`config.mk`:
```
export PLATFORM = sky130hd
export DESIGN_NAME = traditional_multiplier8_xor_lock64_flat
export DESIGN_NICKNAME = d
export VERILOG_FILES = /design/src/rtl/traditional_multiplier8_xor_lock64_if.sv /design/src/rtl/traditional_multiplier8_xor_lock64.sv /design/src/flat_wrapper.sv
export SDC_FILE = /design/constraint.sdc
export NUM_CORES = 1
export LEC_CHECK = 0
export BUFFER_PORTS_ARGS = -buffer_cell sky130_fd_sc_hd__buf_4
export CAP_MARGIN = 20
export CORE_UTILIZATION = 55
export DETAILED_ROUTE_END_ITERATION = 10
export GPL_ROUTABILITY_DRIVEN = 0
export MAX_ROUTING_LAYER = met4
export PLACE_DENSITY = 0.83
export SLEW_MARGIN = 20
export SYNTH_ARGS = -nofsm -noshare
export SYNTH_HDL_FRONTEND = slang
export SYNTH_HIERARCHICAL = 1
export SYNTH_SLANG_ARGS = --single-unit
```
`constraint.sdc`:
```
create_clock -name clk_i -period 16.9 [get_ports clk_i]
set_input_delay 0.845 -clock clk_i [delete_from_list [all_inputs] [get_ports clk_i]]
set_output_delay 0.845 -clock clk_i [all_outputs]
set_load 0.02 [all_outputs]
```
`src/rtl/traditional_multiplier8_xor_lock64_if.sv`:
```
// traditional_multiplier8_xor_lock64_if: operand, key and product bus for the locked multiplier
interface traditional_multiplier8_xor_lock64_if;
  logic [7:0]  operand1_i;
  logic [7:0]  operand2_i;
  logic [63:0] keyinput;
  logic [15:0] result_o;
  modport master (output operand1_i, output operand2_i, output keyinput, input result_o);
  modport slave (input operand1_i, input operand2_i, input keyinput, output result_o);
endinterface

```
`src/rtl/traditional_multiplier8_xor_lock64.sv`:
```
// traditional_multiplier8_xor_lock64: 8x8 multiplier with one XOR/XNOR key gate per partial product,
// reduced by a carry-save Wallace tree and a ripple-carry adder, registered output
module traditional_multiplier8_xor_lock64_fa (
  input  logic i_a,
  input  logic i_b,
  input  logic i_c,
  output logic o_s,
  output logic o_co
);
  assign o_s  = i_a ^ i_b ^ i_c;
  assign o_co = (i_a & i_b) | (i_c & (i_a ^ i_b));
endmodule

module traditional_multiplier8_xor_lock64_ha (
  input  logic i_a,
  input  logic i_b,
  output logic o_s,
  output logic o_co
);
  assign o_s  = i_a ^ i_b;
  assign o_co = i_a & i_b;
endmodule

module traditional_multiplier8_xor_lock64_csa (
  input  logic [15:0] i_a,
  input  logic [15:0] i_b,
  input  logic [15:0] i_c,
  output logic [15:0] o_s,
  output logic [15:0] o_c
);
  logic [14:0] w_co;
  for (genvar k = 0; k < 15; k++) begin : g_fa
    traditional_multiplier8_xor_lock64_fa u_fa (
      .i_a(i_a[k]), .i_b(i_b[k]), .i_c(i_c[k]), .o_s(o_s[k]), .o_co(w_co[k])
    );
  end
  // bit 15 carry would land at 2^16 and is dropped by the mod-2^16 product
  assign o_s[15] = i_a[15] ^ i_b[15] ^ i_c[15];
  assign o_c     = {w_co, 1'b0};
endmodule

module traditional_multiplier8_xor_lock64 #(
  parameter logic [63:0] KEY_CORRECT = 64'h192F7F0351667DEC
) (
  input logic clk_i,
  input logic rst_i,
  traditional_multiplier8_xor_lock64_if.slave bus
);
  logic [63:0] w_lp;
  logic [15:0] w_row [8];
  logic [15:0] w_s0, w_c0, w_s1, w_c1, w_s2, w_c2, w_s3, w_c3, w_s4, w_c4, w_s5, w_c5;
  logic [15:0] w_sum;
  logic [14:0] w_rc;
  logic [15:0] r_result;
  for (genvar i = 0; i < 8; i++) begin : g_row
    for (genvar j = 0; j < 8; j++) begin : g_col
      assign w_lp[8*i+j] = (bus.operand1_i[i] & bus.operand2_i[j]) ^ bus.keyinput[8*i+j] ^ KEY_CORRECT[8*i+j];
    end
    assign w_row[i] = {8'b0, w_lp[8*i +: 8]} << i;
  end
  // 8 rows -> 6 -> 4 -> 3 -> 2 vectors
  traditional_multiplier8_xor_lock64_csa u_l1a (.i_a(w_row[0]), .i_b(w_row[1]), .i_c(w_row[2]), .o_s(w_s0), .o_c(w_c0));
  traditional_multiplier8_xor_lock64_csa u_l1b (.i_a(w_row[3]), .i_b(w_row[4]), .i_c(w_row[5]), .o_s(w_s1), .o_c(w_c1));
  traditional_multiplier8_xor_lock64_csa u_l2a (.i_a(w_s0), .i_b(w_c0), .i_c(w_s1), .o_s(w_s2), .o_c(w_c2));
  traditional_multiplier8_xor_lock64_csa u_l2b (.i_a(w_c1), .i_b(w_row[6]), .i_c(w_row[7]), .o_s(w_s3), .o_c(w_c3));
  traditional_multiplier8_xor_lock64_csa u_l3 (.i_a(w_s2), .i_b(w_c2), .i_c(w_s3), .o_s(w_s4), .o_c(w_c4));
  traditional_multiplier8_xor_lock64_csa u_l4 (.i_a(w_s4), .i_b(w_c4), .i_c(w_c3), .o_s(w_s5), .o_c(w_c5));
  for (genvar k = 0; k < 15; k++) begin : g_rca
    if (k == 0) begin : g_ha
      traditional_multiplier8_xor_lock64_ha u_ha (.i_a(w_s5[0]), .i_b(w_c5[0]), .o_s(w_sum[0]), .o_co(w_rc[0]));
    end else begin : g_fa
      traditional_multiplier8_xor_lock64_fa u_fa (
        .i_a(w_s5[k]), .i_b(w_c5[k]), .i_c(w_rc[k-1]), .o_s(w_sum[k]), .o_co(w_rc[k])
      );
    end
  end
  assign w_sum[15] = w_s5[15] ^ w_c5[15] ^ w_rc[14];
  always_ff @(posedge clk_i)
    r_result <= rst_i ? 16'h0000 : w_sum;
  assign bus.result_o = r_result;
endmodule

```
`src/flat_wrapper.sv`:
```
// flat-port wrapper written by rule: the top's interface ports become plain ports
module traditional_multiplier8_xor_lock64_flat 
#(
  parameter logic [63:0] KEY_CORRECT = 64'h192F7F0351667DEC
)
  (clk_i, rst_i, bus_operand1_i, bus_operand2_i, bus_keyinput, bus_result_o);
  traditional_multiplier8_xor_lock64_if bus_i ();
  input logic clk_i;
  input logic rst_i;
  input wire logic [$bits(bus_i.operand1_i)-1:0] bus_operand1_i;
  input wire logic [$bits(bus_i.operand2_i)-1:0] bus_operand2_i;
  input wire logic [$bits(bus_i.keyinput)-1:0] bus_keyinput;
  output wire logic [$bits(bus_i.result_o)-1:0] bus_result_o;
  assign bus_i.operand1_i = bus_operand1_i;
  assign bus_i.operand2_i = bus_operand2_i;
  assign bus_i.keyinput = bus_keyinput;
  assign bus_result_o = bus_i.result_o;
  traditional_multiplier8_xor_lock64 #(.KEY_CORRECT(KEY_CORRECT)) u_core (.clk_i(clk_i), .rst_i(rst_i), .bus(bus_i));
endmodule
```
Word level (Yosys, flattened, before mapping)
Cells that the tools add are included.
{"block": "totals", "ff_bits": 16, "in_bits": 82}
{"block": "op_classes", "n_bitwise": 431}
{"cell": "$xor A1 B1 Y1", "n": 175}
{"cell": "$and A1 B1 Y1", "n": 174}
{"cell": "$or A1 B1 Y1", "n": 47}
{"cell": "$not A1 Y1", "n": 35}

Depth between registers and ports, before layout
{"block": "logic_depth", "word_depth": 33, "depth_mapped": 24}

Cells and area by module
Netlist, hierarchy kept.
{"module": "traditional_multiplier8_xor_lock64_fa", "n_inst": 104, "cells_each": 1, "area_each_um2": 20.0, "seq_area_each_um2": 0.0}
{"module": "traditional_multiplier8_xor_lock64", "n_inst": 1, "cells_each": 179, "area_each_um2": 1332.5, "seq_area_each_um2": 320.3}
{"module": "traditional_multiplier8_xor_lock64_csa", "n_inst": 6, "cells_each": 3, "area_each_um2": 35.0, "seq_area_each_um2": 0.0}
{"module": "traditional_multiplier8_xor_lock64_ha", "n_inst": 1, "cells_each": 1, "area_each_um2": 12.5, "seq_area_each_um2": 0.0}

Worst setup path before layout
No wires, ideal clock.
{"block": "synth_timing", "path_type": "input-to-reg", "startpoint": "input bus_operand2_i[5]", "endpoint": "register u_core.r_result[15], in the netlist u_core/bus.result_o[15]", "arrival_ps": 7335, "required_ps": 16784, "path_slack_ps": 9449, "stages": 19, "path_buffers": 1, "path_cell_list": "buf_2 nand2_1 xor2_1 fa_1 fa_1 fa_1 fa_1 fa_1 fa_1 fa_1 fa_1 fa_1 fa_1 fa_1 fa_1 fa_1 fa_1 xnor3_1 nor2_2"}
{"block": "synth_via", "word_cells_on_any_way": 199, "classes_between": "bitwise (199)"}
{"item": "start: declaration", "line_no": "flat_wrapper.sv:11", "rtl": "input wire logic [$bits(bus_i.operand2_i)-1:0] bus_operand2_i;"}
{"item": "$and A1 B1 Y1", "line_no": "traditional_multiplier8_xor_lock64.sv:57", "rtl": "assign w_lp[8*i+j] = (bus.operand1_i[i] & bus.operand2_i[j]) ^ bus.keyinput[8*i+j] ^ KEY_CORRECT[8*i+j];"}
{"item": "$xor A1 B1 Y1", "line_no": "traditional_multiplier8_xor_lock64.sv:57"}
{"item": "$not A1 Y1 (no line)"}
{"item": "via u_core.w_lp[5]", "line_no": "traditional_multiplier8_xor_lock64.sv:49", "rtl": "logic [63:0] w_lp;"}
{"item": "$xor A1 B1 Y1 (2 in a row)", "line_no": "traditional_multiplier8_xor_lock64.sv:10", "rtl": "assign o_s = i_a ^ i_b ^ i_c;"}
{"item": "via u_core.w_s0[5]", "line_no": "traditional_multiplier8_xor_lock64.sv:51", "rtl": "logic [15:0] w_s0, w_c0, w_s1, w_c1, w_s2, w_c2, w_s3, w_c3, w_s4, w_c4, w_s5, w_c5;"}
{"item": "$xor A1 B1 Y1 (2 in a row)", "line_no": "traditional_multiplier8_xor_lock64.sv:10"}
{"item": "via u_core.w_s2[5]", "line_no": "traditional_multiplier8_xor_lock64.sv:51"}
{"item": "(+2 left out)"}
{"item": "via u_core.w_s4[5]", "line_no": "traditional_multiplier8_xor_lock64.sv:51"}
{"item": "(+1 left out)"}
{"item": "via u_core.w_s5[5]", "line_no": "traditional_multiplier8_xor_lock64.sv:51"}
{"item": "(+1 left out)"}
{"item": "via u_core.w_rc[5]", "line_no": "traditional_multiplier8_xor_lock64.sv:53", "rtl": "logic [14:0] w_rc;"}
{"item": "(+2 left out)"}
{"item": "via u_core.w_rc[6]", "line_no": "traditional_multiplier8_xor_lock64.sv:53"}
{"item": "(+2 left out)"}
{"item": "via u_core.w_rc[7]", "line_no": "traditional_multiplier8_xor_lock64.sv:53"}
{"item": "(+2 left out)"}
{"item": "via u_core.w_rc[8]", "line_no": "traditional_multiplier8_xor_lock64.sv:53"}
{"item": "(+2 left out)"}
{"item": "via u_core.w_rc[9]", "line_no": "traditional_multiplier8_xor_lock64.sv:53"}
{"item": "(+2 left out)"}
{"item": "via u_core.w_rc[10]", "line_no": "traditional_multiplier8_xor_lock64.sv:53"}
{"item": "(+2 left out)"}
{"item": "via u_core.w_rc[11]", "line_no": "traditional_multiplier8_xor_lock64.sv:53"}
{"item": "(+2 left out)"}
{"item": "via u_core.w_rc[12]", "line_no": "traditional_multiplier8_xor_lock64.sv:53"}
{"item": "$and A1 B1 Y1", "line_no": "traditional_multiplier8_xor_lock64.sv:11", "rtl": "assign o_co = (i_a & i_b) | (i_c & (i_a ^ i_b));"}
{"item": "$or A1 B1 Y1", "line_no": "traditional_multiplier8_xor_lock64.sv:11"}
{"item": "via u_core.w_rc[13]", "line_no": "traditional_multiplier8_xor_lock64.sv:53"}
{"item": "$and A1 B1 Y1", "line_no": "traditional_multiplier8_xor_lock64.sv:11"}
{"item": "$or A1 B1 Y1", "line_no": "traditional_multiplier8_xor_lock64.sv:11"}
{"item": "via u_core.w_rc[14]", "line_no": "traditional_multiplier8_xor_lock64.sv:53"}
{"item": "$xor A1 B1 Y1", "line_no": "traditional_multiplier8_xor_lock64.sv:77", "rtl": "assign w_sum[15] = w_s5[15] ^ w_c5[15] ^ w_rc[14];"}
{"item": "end signal: assignment", "line_no": "traditional_multiplier8_xor_lock64.sv:79", "rtl": "r_result <= rst_i ? 16'h0000 : w_sum;"}
{"item": "end: declaration", "line_no": "traditional_multiplier8_xor_lock64.sv:54", "rtl": "logic [15:0] r_result;"}
The timed path passes the listed nets, and every way through them passes these cells.
A chain may end at the register's enable or synchronous reset.

Worst setup path in the final report
{"block": "layout_timing", "startpoint": "input bus_operand1_i[1]", "endpoint": "register u_core.r_result[15], in the netlist u_core/bus.result_o[15]"}
{"block": "layout_via", "word_cells_on_any_way": 188, "classes_between": "bitwise (188)"}
{"item": "start: declaration", "line_no": "flat_wrapper.sv:10", "rtl": "input wire logic [$bits(bus_i.operand1_i)-1:0] bus_operand1_i;"}
{"item": "$and A1 B1 Y1", "line_no": "traditional_multiplier8_xor_lock64.sv:57"}
{"item": "$xor A1 B1 Y1", "line_no": "traditional_multiplier8_xor_lock64.sv:57"}
{"item": "$not A1 Y1 (no line)"}
{"item": "via u_core.w_lp[12]", "line_no": "traditional_multiplier8_xor_lock64.sv:49"}
{"item": "$xor A1 B1 Y1 (2 in a row)", "line_no": "traditional_multiplier8_xor_lock64.sv:10"}
{"item": "via u_core.w_s0[5]", "line_no": "traditional_multiplier8_xor_lock64.sv:51"}
{"item": "$xor A1 B1 Y1 (2 in a row)", "line_no": "traditional_multiplier8_xor_lock64.sv:10"}
{"item": "via u_core.w_s2[5]", "line_no": "traditional_multiplier8_xor_lock64.sv:51"}
{"item": "(+2 left out)"}
{"item": "via u_core.w_s4[5]", "line_no": "traditional_multiplier8_xor_lock64.sv:51"}
{"item": "(+1 left out)"}
{"item": "via u_core.w_s5[5]", "line_no": "traditional_multiplier8_xor_lock64.sv:51"}
{"item": "(+1 left out)"}
{"item": "via u_core.w_rc[5]", "line_no": "traditional_multiplier8_xor_lock64.sv:53"}
{"item": "(+2 left out)"}
{"item": "via u_core.w_rc[6]", "line_no": "traditional_multiplier8_xor_lock64.sv:53"}
{"item": "(+2 left out)"}
{"item": "via u_core.w_rc[7]", "line_no": "traditional_multiplier8_xor_lock64.sv:53"}
{"item": "(+2 left out)"}
{"item": "via u_core.w_rc[8]", "line_no": "traditional_multiplier8_xor_lock64.sv:53"}
{"item": "(+2 left out)"}
{"item": "via u_core.w_rc[9]", "line_no": "traditional_multiplier8_xor_lock64.sv:53"}
{"item": "(+2 left out)"}
{"item": "via u_core.w_rc[10]", "line_no": "traditional_multiplier8_xor_lock64.sv:53"}
{"item": "(+2 left out)"}
{"item": "via u_core.w_rc[11]", "line_no": "traditional_multiplier8_xor_lock64.sv:53"}
{"item": "(+2 left out)"}
{"item": "via u_core.w_rc[12]", "line_no": "traditional_multiplier8_xor_lock64.sv:53"}
{"item": "$and A1 B1 Y1", "line_no": "traditional_multiplier8_xor_lock64.sv:11"}
{"item": "$or A1 B1 Y1", "line_no": "traditional_multiplier8_xor_lock64.sv:11"}
{"item": "via u_core.w_rc[13]", "line_no": "traditional_multiplier8_xor_lock64.sv:53"}
{"item": "$and A1 B1 Y1", "line_no": "traditional_multiplier8_xor_lock64.sv:11"}
{"item": "$or A1 B1 Y1", "line_no": "traditional_multiplier8_xor_lock64.sv:11"}
{"item": "via u_core.w_rc[14]", "line_no": "traditional_multiplier8_xor_lock64.sv:53"}
{"item": "$xor A1 B1 Y1", "line_no": "traditional_multiplier8_xor_lock64.sv:77"}
The timed path passes the listed nets, and every way through them passes these cells.

==> results.sh <==
export IMPL_die_w_um=83.3
export IMPL_synth_distinct_cells=13
export IMPL_ioPinCount=98
export IMPL_post_route_util=0.728
export IMPL_critPathLaunchType="primary input"
export IMPL_dieArea_um2=6940
export IMPL_power_frac_seq=0.088
export IMPL_p_leak_nw=2.17
export IMPL_synth_seq_cells=16
export IMPL_routed_wl_um=7590
export IMPL_crit_path_cell_trace="buf_4 -> nand2_1 -> xor2_1 -> fa_1 -> fa_1 -> fa_1 -> fa_1 -> fa_1 -> fa_1 -> fa_1 -> fa_1 -> fa_1 -> fa_1 -> fa_1 -> fa_1 -> fa_1 -> fa_1 -> xnor3_1 -> nor2_2"
export IMPL_initial_core_util=0.573
export IMPL_grtUsageTotal=0.248
export IMPL_cap_viol_max_count=0
export IMPL_drt_iter0_drc=59
export IMPL_drcViolationCount=0
export IMPL_max_stage_delay_ns=0.52
export IMPL_internal_power_w=0.000435
export IMPL_ys_warn_count=6
export IMPL_p_clk_frac=0.044
export IMPL_rsz0062_at_grt="false"
export IMPL_switching_share=0.431
export IMPL_finalMaxSlewViolations=0
export IMPL_drive_above_1_share=0.230
export IMPL_largest_reg_flops=16
export IMPL_cts_resized=0
export IMPL_drtAntennaViolNets=0
export IMPL_grt_max_degree=17
export IMPL_cp_arrival_ns=7.58
export IMPL_routed_via_count=2448
export IMPL_postSynthAreaPerCell_um2=12.0
export IMPL_combinationalPowerShare=0.869
export IMPL_die_y_um=83.3
export IMPL_coreArea_um2=6350
export IMPL_avgRoutedWirePerCell_um=14.6
export IMPL_status="finished clean"
export IMPL_vias_per_cell=4.71
export IMPL_rows=29
export IMPL_first_pass_iters=4
export IMPL_yosysSeqAreaShare=0.0881
export IMPL_critPathMaxFanout=8
export IMPL_power_switching_w=0.000329
export IMPL_area_growth_syn_to_layout_pct=27.1
export IMPL_post_cts_setup_buffer_count=0
export IMPL_fmax_mhz=134
export IMPL_gr_total_overflow=0
export IMPL_peakVddDrop_mv=0.119
export IMPL_cts_made_buffers=3
export IMPL_hold_viol=0
export IMPL_first_global_vias=2788
export IMPL_ctsHoldBuffers=0
export IMPL_synth_top_area_frac=0.572
export IMPL_period_needed_ns=7.44
export IMPL_hpwlAfterDp_um=7030
export IMPL_syn_area_um2=3640
export IMPL_setup_viol=0
export IMPL_hold_class="in2reg"
export IMPL_fin_crit_sh=0.440
export IMPL_cts_tree="done"
export IMPL_cts_sinks=16
export IMPL_synthCells=302
export IMPL_crit_buf_inv=1
export IMPL_critPathMostFrequentCell="fa_1"
export IMPL_nNetsFinal=631
export IMPL_antenna_found_initial=0
export IMPL_cp_required_ns=17.04
export IMPL_clock_path_buffers=2
export IMPL_powerDensity_nw_per_um2=165
export IMPL_p_total_w=0.000764
export IMPL_critPathKind="in2reg"
export IMPL_port_buffers=97
export IMPL_synth_top_area_cell="fa_1"
export IMPL_cts_max_level=1
export IMPL_worst_hold_slack_ns=0.887
export IMPL_n_fill_cell=455
export IMPL_fin_setup_tns_ns=0
export IMPL_critPathTopFamily="adder cells"
export IMPL_n_antenna_cell=0
export IMPL_synth_top_cells_by_area="fa_1, dfxtp_1, xor2_1"
export IMPL_root_buffer="clkbuf_8"
export IMPL_cts_clk_slew_worst_paths_ns=0.06
export IMPL_critPathSlowestCell="fa_1"
export IMPL_grt_pass1_wl_um=12800
export IMPL_crit_path_end_kind="flop"
[placed cells by master (no fill, tap or decap)]
master    synthesis  routed
xor2_1           35      35
xnor2_1          29      29
fa_1            104     104
clkbuf_8          0       4
xor3_1            6       6
xnor3_1           1       1
buf_4             6      97
dfxtp_1          16      16
nand2_1          64      64
nor2b_1          15      15
nor2_2            1       1
ha_1              1       1
conb_1            7      70
[per-layer routing]
layer	wire length, um	share of wire	track usage
met1	2940	0.39	0.314
met2	4030	0.53	0.420
met3	432	0.057	0.0288
met4	193	0.025	0.0815
met5	0	0	-
[cell type report]
class	count	area, um2	share of cell area
clock buffer	4	55.1	0.0119
sequential	16	320	0.0693
tap	77	96.3	0.0208
timing repair buffer	97	728	0.158
multi-input combinational	326	3420	0.740
[power groups by stage]
stage	Combinational [W]	Sequential [W]	Clock, W
2_1_floorplan	0.000488	0.0000869	0
3_3_place_gp	0.000635	0.0000680	0
3_5_place_dp	0.000662	0.0000679	0
4_1_cts	0.000664	0.0000671	0.0000343
5_1_grt	0.000765	0.0000687	0.0000366
6_report	0.000664	0.0000671	0.0000332
[path summary, 6_finish.rpt]
check                    startpoint                 endpoint  cells past startpoint
hold / removal                rst_i  u_core/bus.result_o[15]                      2
setup / recovery  bus_operand1_i[1]  u_core/bus.result_o[15]                     19
[through the flow]
stage               setup WS [ns]  std cells  cell area (um2)
floorplan                    9.45        365             3870
global placement             9.31        516             4570
detailed placement           9.20        516             4570
CTS                          9.46        520             4620
global route                 9.24        520             4620
finish                       9.46        520             4620
[cell families after synthesis]
kind of cell / Yosys count / synth area share
XOR/XNOR: 71 / 0.200
adder cells (fa/ha/maj): 105 / 0.576
buffers and inverters: 23 / 0.0358
flip-flops: 16 / 0.0881
other: 7 / 0.00723
AND/OR/NAND/NOR: 80 / 0.0936
[synthesized netlist by cell type]
library cell and instances:
xor2_1 35, xor3_1 6, nand2_1 64, xnor2_1 29, fa_1 104, ha_1 1
buf_2 17, nor2b_1 15, xnor3_1 1, conb_1 7, buf_4 6, nor2_2 1
dfxtp_1 16
Power figures use the tool's default switching activity.
